<file path="src/rtl/fetch_prefetch_queue_if.sv">
// rtl/fetch_prefetch_queue_if.sv - fetch/IF-ID handshake bundle for the prefetch queue
// slave = queue side, master = fetch stage / IF-ID side.
interface fetch_prefetch_queue_if #(
  parameter int ADDR_W = 2
);
  logic              i_fetch_valid;
  logic [31:0]       i_fetch_pc;
  logic [31:0]       i_fetch_instr;
  logic              o_fetch_ready;
  logic              o_valid;
  logic [31:0]       o_pc;
  logic [31:0]       o_instr;
  logic              i_ready;
  logic              i_flush;
  logic [ADDR_W:0]   o_level;

  modport slave (
    input  i_fetch_valid, i_fetch_pc, i_fetch_instr, i_ready, i_flush,
    output o_fetch_ready, o_valid, o_pc, o_instr, o_level
  );

  modport master (
    output i_fetch_valid, i_fetch_pc, i_fetch_instr, i_ready, i_flush,
    input  o_fetch_ready, o_valid, o_pc, o_instr, o_level
  );
endinterface

</file>
<file path="src/rtl/fetch_prefetch_queue.sv">
// rtl/fetch_prefetch_queue.sv - instruction prefetch FIFO between fetch and IF/ID
// Define PREFETCH_BYPASS_EN for zero-latency pass-through when the queue is empty.
module fetch_prefetch_queue #(
  parameter int DEPTH  = 4,
  parameter int ADDR_W = 2
) (
  input logic                   i_clk,
  input logic                   i_rst,
  fetch_prefetch_queue_if.slave q
);
  logic [ADDR_W:0] wr_ptr;
  logic [ADDR_W:0] rd_ptr;
  logic [63:0]     mem [DEPTH];
  logic [63:0]     head;
  logic            empty;
  logic            full;
  logic            stored_valid;
  logic            bypass;
  logic            push;
  logic            pop;

  assign empty        = (wr_ptr == rd_ptr);
  assign full         = (wr_ptr[ADDR_W-1:0] == rd_ptr[ADDR_W-1:0]) &&
                        (wr_ptr[ADDR_W] != rd_ptr[ADDR_W]);
  assign stored_valid = !empty && !q.i_flush;
  assign head         = mem[rd_ptr[ADDR_W-1:0]];

`ifdef PREFETCH_BYPASS_EN
  assign bypass = empty && q.i_fetch_valid && !q.i_flush;
`else
  assign bypass = 1'b0;
`endif

  // A bypassed word taken by IF/ID this cycle is never written to storage.
  assign push = q.i_fetch_valid && !full && !q.i_flush && !(bypass && q.i_ready);
  assign pop  = stored_valid && q.i_ready;

  assign q.o_fetch_ready = !full;
  assign q.o_valid       = stored_valid || bypass;
  assign q.o_pc          = bypass ? q.i_fetch_pc
                                  : (stored_valid ? head[63:32] : 32'h0);
  assign q.o_instr       = bypass ? q.i_fetch_instr
                                  : (stored_valid ? head[31:0] : 32'h0);
  assign q.o_level       = wr_ptr - rd_ptr;

  always_ff @(posedge i_clk or posedge i_rst) begin
    if (i_rst) begin
      wr_ptr <= '0;
      rd_ptr <= '0;
    end else if (q.i_flush) begin
      wr_ptr <= '0;
      rd_ptr <= '0;
    end else begin
      if (push) wr_ptr <= wr_ptr + (ADDR_W+1)'(1);
      if (pop)  rd_ptr <= rd_ptr + (ADDR_W+1)'(1);
    end
  end

  always_ff @(posedge i_clk) begin
    if (push) mem[wr_ptr[ADDR_W-1:0]] <= {q.i_fetch_pc, q.i_fetch_instr};
  end
endmodule

</file>
<file path="src/flat_wrapper.sv">
// flat-port wrapper written by rule: the top's interface ports become plain ports
module fetch_prefetch_queue_flat 
#(
  parameter int DEPTH  = 4,
  parameter int ADDR_W = 2
)
  (i_clk, i_rst, q_i_fetch_valid, q_i_fetch_pc, q_i_fetch_instr, q_i_ready, q_i_flush, q_o_fetch_ready, q_o_valid, q_o_pc, q_o_instr, q_o_level);
  fetch_prefetch_queue_if #(.ADDR_W(ADDR_W)) q_i ();
  input logic i_clk;
  input logic i_rst;
  input wire logic [$bits(q_i.i_fetch_valid)-1:0] q_i_fetch_valid;
  input wire logic [$bits(q_i.i_fetch_pc)-1:0] q_i_fetch_pc;
  input wire logic [$bits(q_i.i_fetch_instr)-1:0] q_i_fetch_instr;
  input wire logic [$bits(q_i.i_ready)-1:0] q_i_ready;
  input wire logic [$bits(q_i.i_flush)-1:0] q_i_flush;
  output wire logic [$bits(q_i.o_fetch_ready)-1:0] q_o_fetch_ready;
  output wire logic [$bits(q_i.o_valid)-1:0] q_o_valid;
  output wire logic [$bits(q_i.o_pc)-1:0] q_o_pc;
  output wire logic [$bits(q_i.o_instr)-1:0] q_o_instr;
  output wire logic [$bits(q_i.o_level)-1:0] q_o_level;
  assign q_i.i_fetch_valid = q_i_fetch_valid;
  assign q_i.i_fetch_pc = q_i_fetch_pc;
  assign q_i.i_fetch_instr = q_i_fetch_instr;
  assign q_i.i_ready = q_i_ready;
  assign q_i.i_flush = q_i_flush;
  assign q_o_fetch_ready = q_i.o_fetch_ready;
  assign q_o_valid = q_i.o_valid;
  assign q_o_pc = q_i.o_pc;
  assign q_o_instr = q_i.o_instr;
  assign q_o_level = q_i.o_level;
  fetch_prefetch_queue #(.DEPTH(DEPTH), .ADDR_W(ADDR_W)) u_core (.i_clk(i_clk), .i_rst(i_rst), .q(q_i));
endmodule
</file>
<file path="config.mk">
export PLATFORM = sky130hd
export DESIGN_NAME = fetch_prefetch_queue_flat
export DESIGN_NICKNAME = d
export VERILOG_FILES = /design/src/rtl/fetch_prefetch_queue_if.sv /design/src/rtl/fetch_prefetch_queue.sv /design/src/flat_wrapper.sv
export SDC_FILE = /design/constraint.sdc
export NUM_CORES = 1
export LEC_CHECK = 0
export ABC_AREA = 1
export CAP_MARGIN = 0
export CORE_UTILIZATION = 42
export DETAILED_ROUTE_END_ITERATION = 8
export GPL_TIMING_DRIVEN = 0
export PLACE_DENSITY = 0.6
export SYNTH_ARGS = -nofsm -noshare
export SYNTH_HDL_FRONTEND = slang
export SYNTH_SLANG_ARGS = --single-unit
</file>
<file path="constraint.sdc">
create_clock -name i_clk -period 11.58 [get_ports i_clk]
set_clock_uncertainty 0.15 [all_clocks]
set_input_delay 2.316 -clock i_clk [delete_from_list [all_inputs] [get_ports i_clk]]
set_output_delay 2.316 -clock i_clk [all_outputs]
set_load 0.02 [all_outputs]
</file>
## Word level (Yosys, flattened, before mapping)

Memories as Yosys holds them, arrays and structs flattened.
Cells that the tools add are included.

| storage, ports and cells | value |
|---|---|
| memories | 1 |
| register bits after elaboration | 6 |
| memory bits (writable) | 256 |
| input port bits | 69 |
| output and inout port bits | 69 |

Memories:

| name | depth | width | read ports | clocked after Yosys merged registers in | wr ports | RTL line | text |
|---|---|---|---|---|---|---|---|
| u_core.mem | 4 | 64 | 1 | 0 | 1 | fetch_prefetch_queue.sv:13 | `logic [63:0] mem [DEPTH];` |

| operators by class | value |
|---|---|
| eq/ne operators | 3 |
| multiplexer cells | 8 |
| reduce and logical (&&, ||, !) cells | 10 |
| add/subtract/negate cells | 3 |

Operator list:

| kind | number |
|---|---|
| 32-bit 2-to-1 mux | 2 |
| 3-bit 2-to-1 mux | 4 |
| 3-bit by 1-bit adder with 3-bit output (second input constant) | 2 |
| 1-bit logical AND | 5 |
| 2-bit nonzero test | 2 |
| 3-bit equality test | 1 |
| 1-bit zero test | 3 |
| 3-bit subtractor | 1 |
| 2-bit equality test | 1 |
| 1-bit 2-to-1 mux | 2 |
| 1-bit inequality test | 1 |

## Longest topological paths before layout

| logic depth | value |
|---|---|
| word-level depth | 7 |
| depth in mapped cells | 10 |
| mapped depth without buffers | 9 |

## Least setup slack after synthesis

No wires, ideal clock.

| timing | value |
|---|---|
| kind | input to register |
| from | input port q_i_flush |
| to | memory u_core.mem[0][0], enable pin |
| path buffers | 0 |
| arrival | 5.308 ns |
| stages on the path | 3 |
| setup time | 0.487 ns |
| path slack | 5.636 ns |
| data required time | 10.943 ns |
| cell sequence | inv_1 > nand3_1 > nor2_1 |

| between the ends | value |
|---|---|
| word-level cells in the longest chain between the ends | 4 |

RTL lines:

| what | RTL line | text |
|---|---|---|
| from (decl) | flat_wrapper.sv:15 | `input wire logic [$bits(q_i.i_flush)-1:0] q_i_flush;` |
| 1-bit zero test | fetch_prefetch_queue.sv:35 | `assign push = q.i_fetch_valid && !full && !q.i_flush && !(bypass && q.i_ready);` |
| 1-bit logical AND | fetch_prefetch_queue.sv:35 |  |
| 1-bit 2-to-1 mux | fetch_prefetch_queue.sv:60 | `if (push) mem[wr_ptr[ADDR_W-1:0]] <= {q.i_fetch_pc, q.i_fetch_instr};` |
| 1-bit 2-to-1 mux (implied by the code) | fetch_prefetch_queue.sv:60 |  |
| to (decl) | fetch_prefetch_queue.sv:13 |  |

Every way passes these cells.

## Final worst setup path

| timing | value |
|---|---|
| from | input port q_i_flush |
| to | output port q_o_instr[3] |

| between the ends | value |
|---|---|
| word-level cells in the longest chain between the ends | 3 |

RTL lines:

| what | RTL line | text |
|---|---|---|
| 1-bit zero test | fetch_prefetch_queue.sv:25 | `assign stored_valid = !empty && !q.i_flush;` |
| 1-bit logical AND | fetch_prefetch_queue.sv:25 |  |
| 32-bit 2-to-1 mux | fetch_prefetch_queue.sv:43 | `: (stored_valid ? head[31:0] : 32'h0);` |
| to (decl) | flat_wrapper.sv:19 | `output wire logic [$bits(q_i.o_instr)-1:0] q_o_instr;` |

Every way passes these cells.

==> flow_summary.json <==
{
  "avgSynthCellArea_um2": 12.96,
  "vias": 6609,
  "cts_tree": "built",
  "synthTopCellsByArea": "edfxtp_1 (72%), nor2_1 (9.2%), a21oi_2 (4.0%)",
  "pwr_density_cell_mw_per_mm2": 186.2,
  "ctsHoldBuffers": 0,
  "synth_cells": 825,
  "grt_max_degree": 28,
  "p_int_mw": 1.876,
  "synth_seq_area_share_pct": 73.29,
  "ctsResizeCount": 0,
  "ir_drop_mv": 0.1326,
  "register_area_mm2": 0.007838,
  "required_ns": 9.11,
  "setup_violations": 0,
  "fin_ws_ns": 5.044,
  "power_leakage_nw": 4.671,
  "die_w_um": 161.6,
  "dieArea_mm2": 0.02610,
  "finish.utilization_pct": 54.43,
  "cts.htree.levels": 1,
  "cap_violations": 0,
  "initialDrtViolationCount": 393,
  "hold_path_class": "reg2reg",
  "dp_hpwl_um": 15200,
  "yosys.area.top_type": "edfxtp_1",
  "clockBufferDepth": 3,
  "synth_top_area_share_pct": 71.88,
  "drt-pass1-iter-count": 4,
  "outcome": "complete, no violations",
  "max_stage_delay_ns": 0.67,
  "fillers": 2155,
  "p_seq_share_pct": 42.2,
  "crit_chain": "clkdlybuf4s50_1 -> inv_1 -> nand2_4 -> buf_2 -> a21oi_1 -> clkdlybuf4s50_1",
  "place_congestion": 0.7303,
  "drive_above_1_share_pct": 14.48,
  "start_util_pct": 42.59,
  "antenna_found_initial": 0,
  "fp.dieH_um": 161.6,
  "syn_nets": 902,
  "combinationalPowerShare_pct": 20.4,
  "drt.antenna.violating_nets": 0,
  "port_buffers": 137,
  "grt_pass1_vias": 6696,
  "numCtsBuffers": 28,
  "pre_cts_ws_ns": 5.088,
  "p_sw_uw": 669.5,
  "switching_share_pct": 26.30,
  "grt_pass1_wl_um": 37720,
  "clkPwrFrac_pct": 37.4,
  "drcViolationCount": 0,
  "multi_input_area_mm2": 0.002440,
  "ys.warnings.count": 0,
  "finalCriticalPeriod_ns": 6.536,
  "vias_per_cell": 4.888,
  "rsz0062_at_grt": "no",
  "slowest_stage": "clkdlybuf4s50_1",
  "cp_max_fo": 10,
  "synth_ff_type": "edfxtp_1",
  "yosysMostFrequentCell": "nor2_1",
  "worst_slew_pin_slew_ns": 0.7980,
  "max_freq_mhz": 153.0,
  "num_antenna_cells": 0,
  "clk_latency_ns": 0.53,
  "synth.distinct_cells": 24,
  "arrival_ns": 4.07,
  "setup_tns_ns": 0,
  "area_growth_pct": 27.81,
  "wl_per_cell_um": 18.09,
  "start_kind": "input port",
  "core_region_area_mm2": 0.02511,
  "io-pin-count": 138,
  "grt_usage_pct": 19.08,
  "cp-end-kind": "output port",
  "hold_viol_final": 0,
  "synth_common_cells": "nor2_1 (261), edfxtp_1 (256), o21ai_0 (79)",
  "synth_edf_count": 256,
  "nets": 1077,
  "cts_sinks": 262,
  "drv_slew": 0,
  "root_buffer": "clkbuf_16",
  "cp_common_cell": "clkdlybuf4s50_1",
  "async_flop_share_pct": 2.290,
  "post-route-period-util_pct": 56.44,
  "std_cell_rows": 58,
  "slew_headroom_pct": 46.67,
  "synth_area_mm2": 0.01069,
  "critical_path_class": "in2out",
  "cts_setup_buffers": 0,
  "grt-ovfl-total": 0,
  "wl_um": 24450,
  "clk_pin_slew_ns": 0.06,
  "ys_ff_latch": 262
}
[per-layer routing]
layer / vias up / track usage (%) / routed length, um
met5: - / 0 / 0
met4: 0 / 4.331 / 345
met3: 32 / 3.313 / 1306
met2: 148 / 32.88 / 11950
met1: 3167 / 25.19 / 10850
li1: 3262 / - / -
[final timing paths]
check | start | depth (start not counted) | slack [ns] | to
min in group asynchronous | i_rst | 2 | 1.86 | u_core.rd_ptr[0]$_DFFE_PP0P_
worst max register to register | u_core.rd_ptr[1]$_DFFE_PP0P_ | 9 | 8.00 | u_core.mem[3][39]$_DFFE_PP_
max in group asynchronous | i_rst | 2 | 9.20 | u_core.wr_ptr[1]$_DFFE_PP0P_
worst max-delay path | q_i_flush | 6 | 5.04 | q_o_instr[3]
worst min-delay path | u_core.wr_ptr[0]$_DFFE_PP0P_ | 1 | 0.42 | u_core.wr_ptr[0]$_DFFE_PP0P_
worst min register to register | u_core.wr_ptr[0]$_DFFE_PP0P_ | 1 | 0.42 | u_core.wr_ptr[0]$_DFFE_PP0P_
[registers in the layout (all words and copies together), names as in the netlist]
signal	cells
u_core.rd_ptr	3
u_core.mem	256
u_core.wr_ptr	3
[final cells by class]
cell class | count | area share (%)
sequential | 262 | 57.34
multi-input combinational | 493 | 17.85
timing repair buffer | 145 | 11.26
clock buffer | 38 | 5.703
tap | 330 | 3.021
buffer | 51 | 2.746
clock inverter | 14 | 1.556
inverter | 19 | 0.5218
[power groups by stage]
stage               Sequential, mW  Combinational (mW)  Clock, mW
floorplan                     1.10               0.310          0
global placement              1.10               0.519          0
detailed placement            1.09               0.528          0
CTS                           1.07               0.531      0.969
global route                  1.08               0.570       1.01
finish                        1.07               0.519      0.951
[per-stage QoR]
| step | power [mW] | instances | cell area, um2 | hold slack [ns] |
|---|---|---|---|---|
| floorplan | 1.405 | 825 | 10690 | 0.3658 |
| global placement | 1.617 | 1292 | 12480 | 0.4043 |
| detailed placement | 1.622 | 1300 | 12680 | 0.4140 |
| CTS | 2.574 | 1352 | 13670 | 0.4242 |
| global route | 2.655 | 1352 | 13670 | 0.4786 |
| finish | 2.545 | 1352 | 13670 | 0.4219 |
[kinds of logic after synthesis]
kind of cell,count (synthesis),synth area share (%)
compound gates,195,10.85
xor+xnor,2,0.1638
fa+ha+maj,8,1.006
buf+inv,70,4.177
flops,262,73.29
simple gates,288,10.52
[layout by cell type (no fill, tap or decap), types with 3 or more instances in the layout]
cell type        Yosys  final
buf_2               21     21
nor2_4               0      4
nand4_1              3      3
clkdlybuf4s50_1      0    137
clkbuf_1             9     16
edfxtp_1           256    256
clkinv_1             0      6
a21oi_1             16     16
bufinv_16            0      6
o21ai_0             79     79
nand3_1              8      8
a21oi_2             49     49
ha_1                 7      7
inv_2                3      3
buf_12               6     13
o21ai_1             51     51
buf_4               12     12
dfrtp_1              6      6
nand2_1             12     12
clkbuf_16            0     29
nor2_1             261    257
inv_1               16     16
[worst max-delay path: cells and delay by family]
kind | cells | cell delay, ns
AND/OR/NAND/NOR | 1 | 0.08
buffers and inverters | 4 | 1.40
AO/OA/AOI/OAI | 1 | 0.28
No activity file was read; power rests on OpenSTA's default activity.
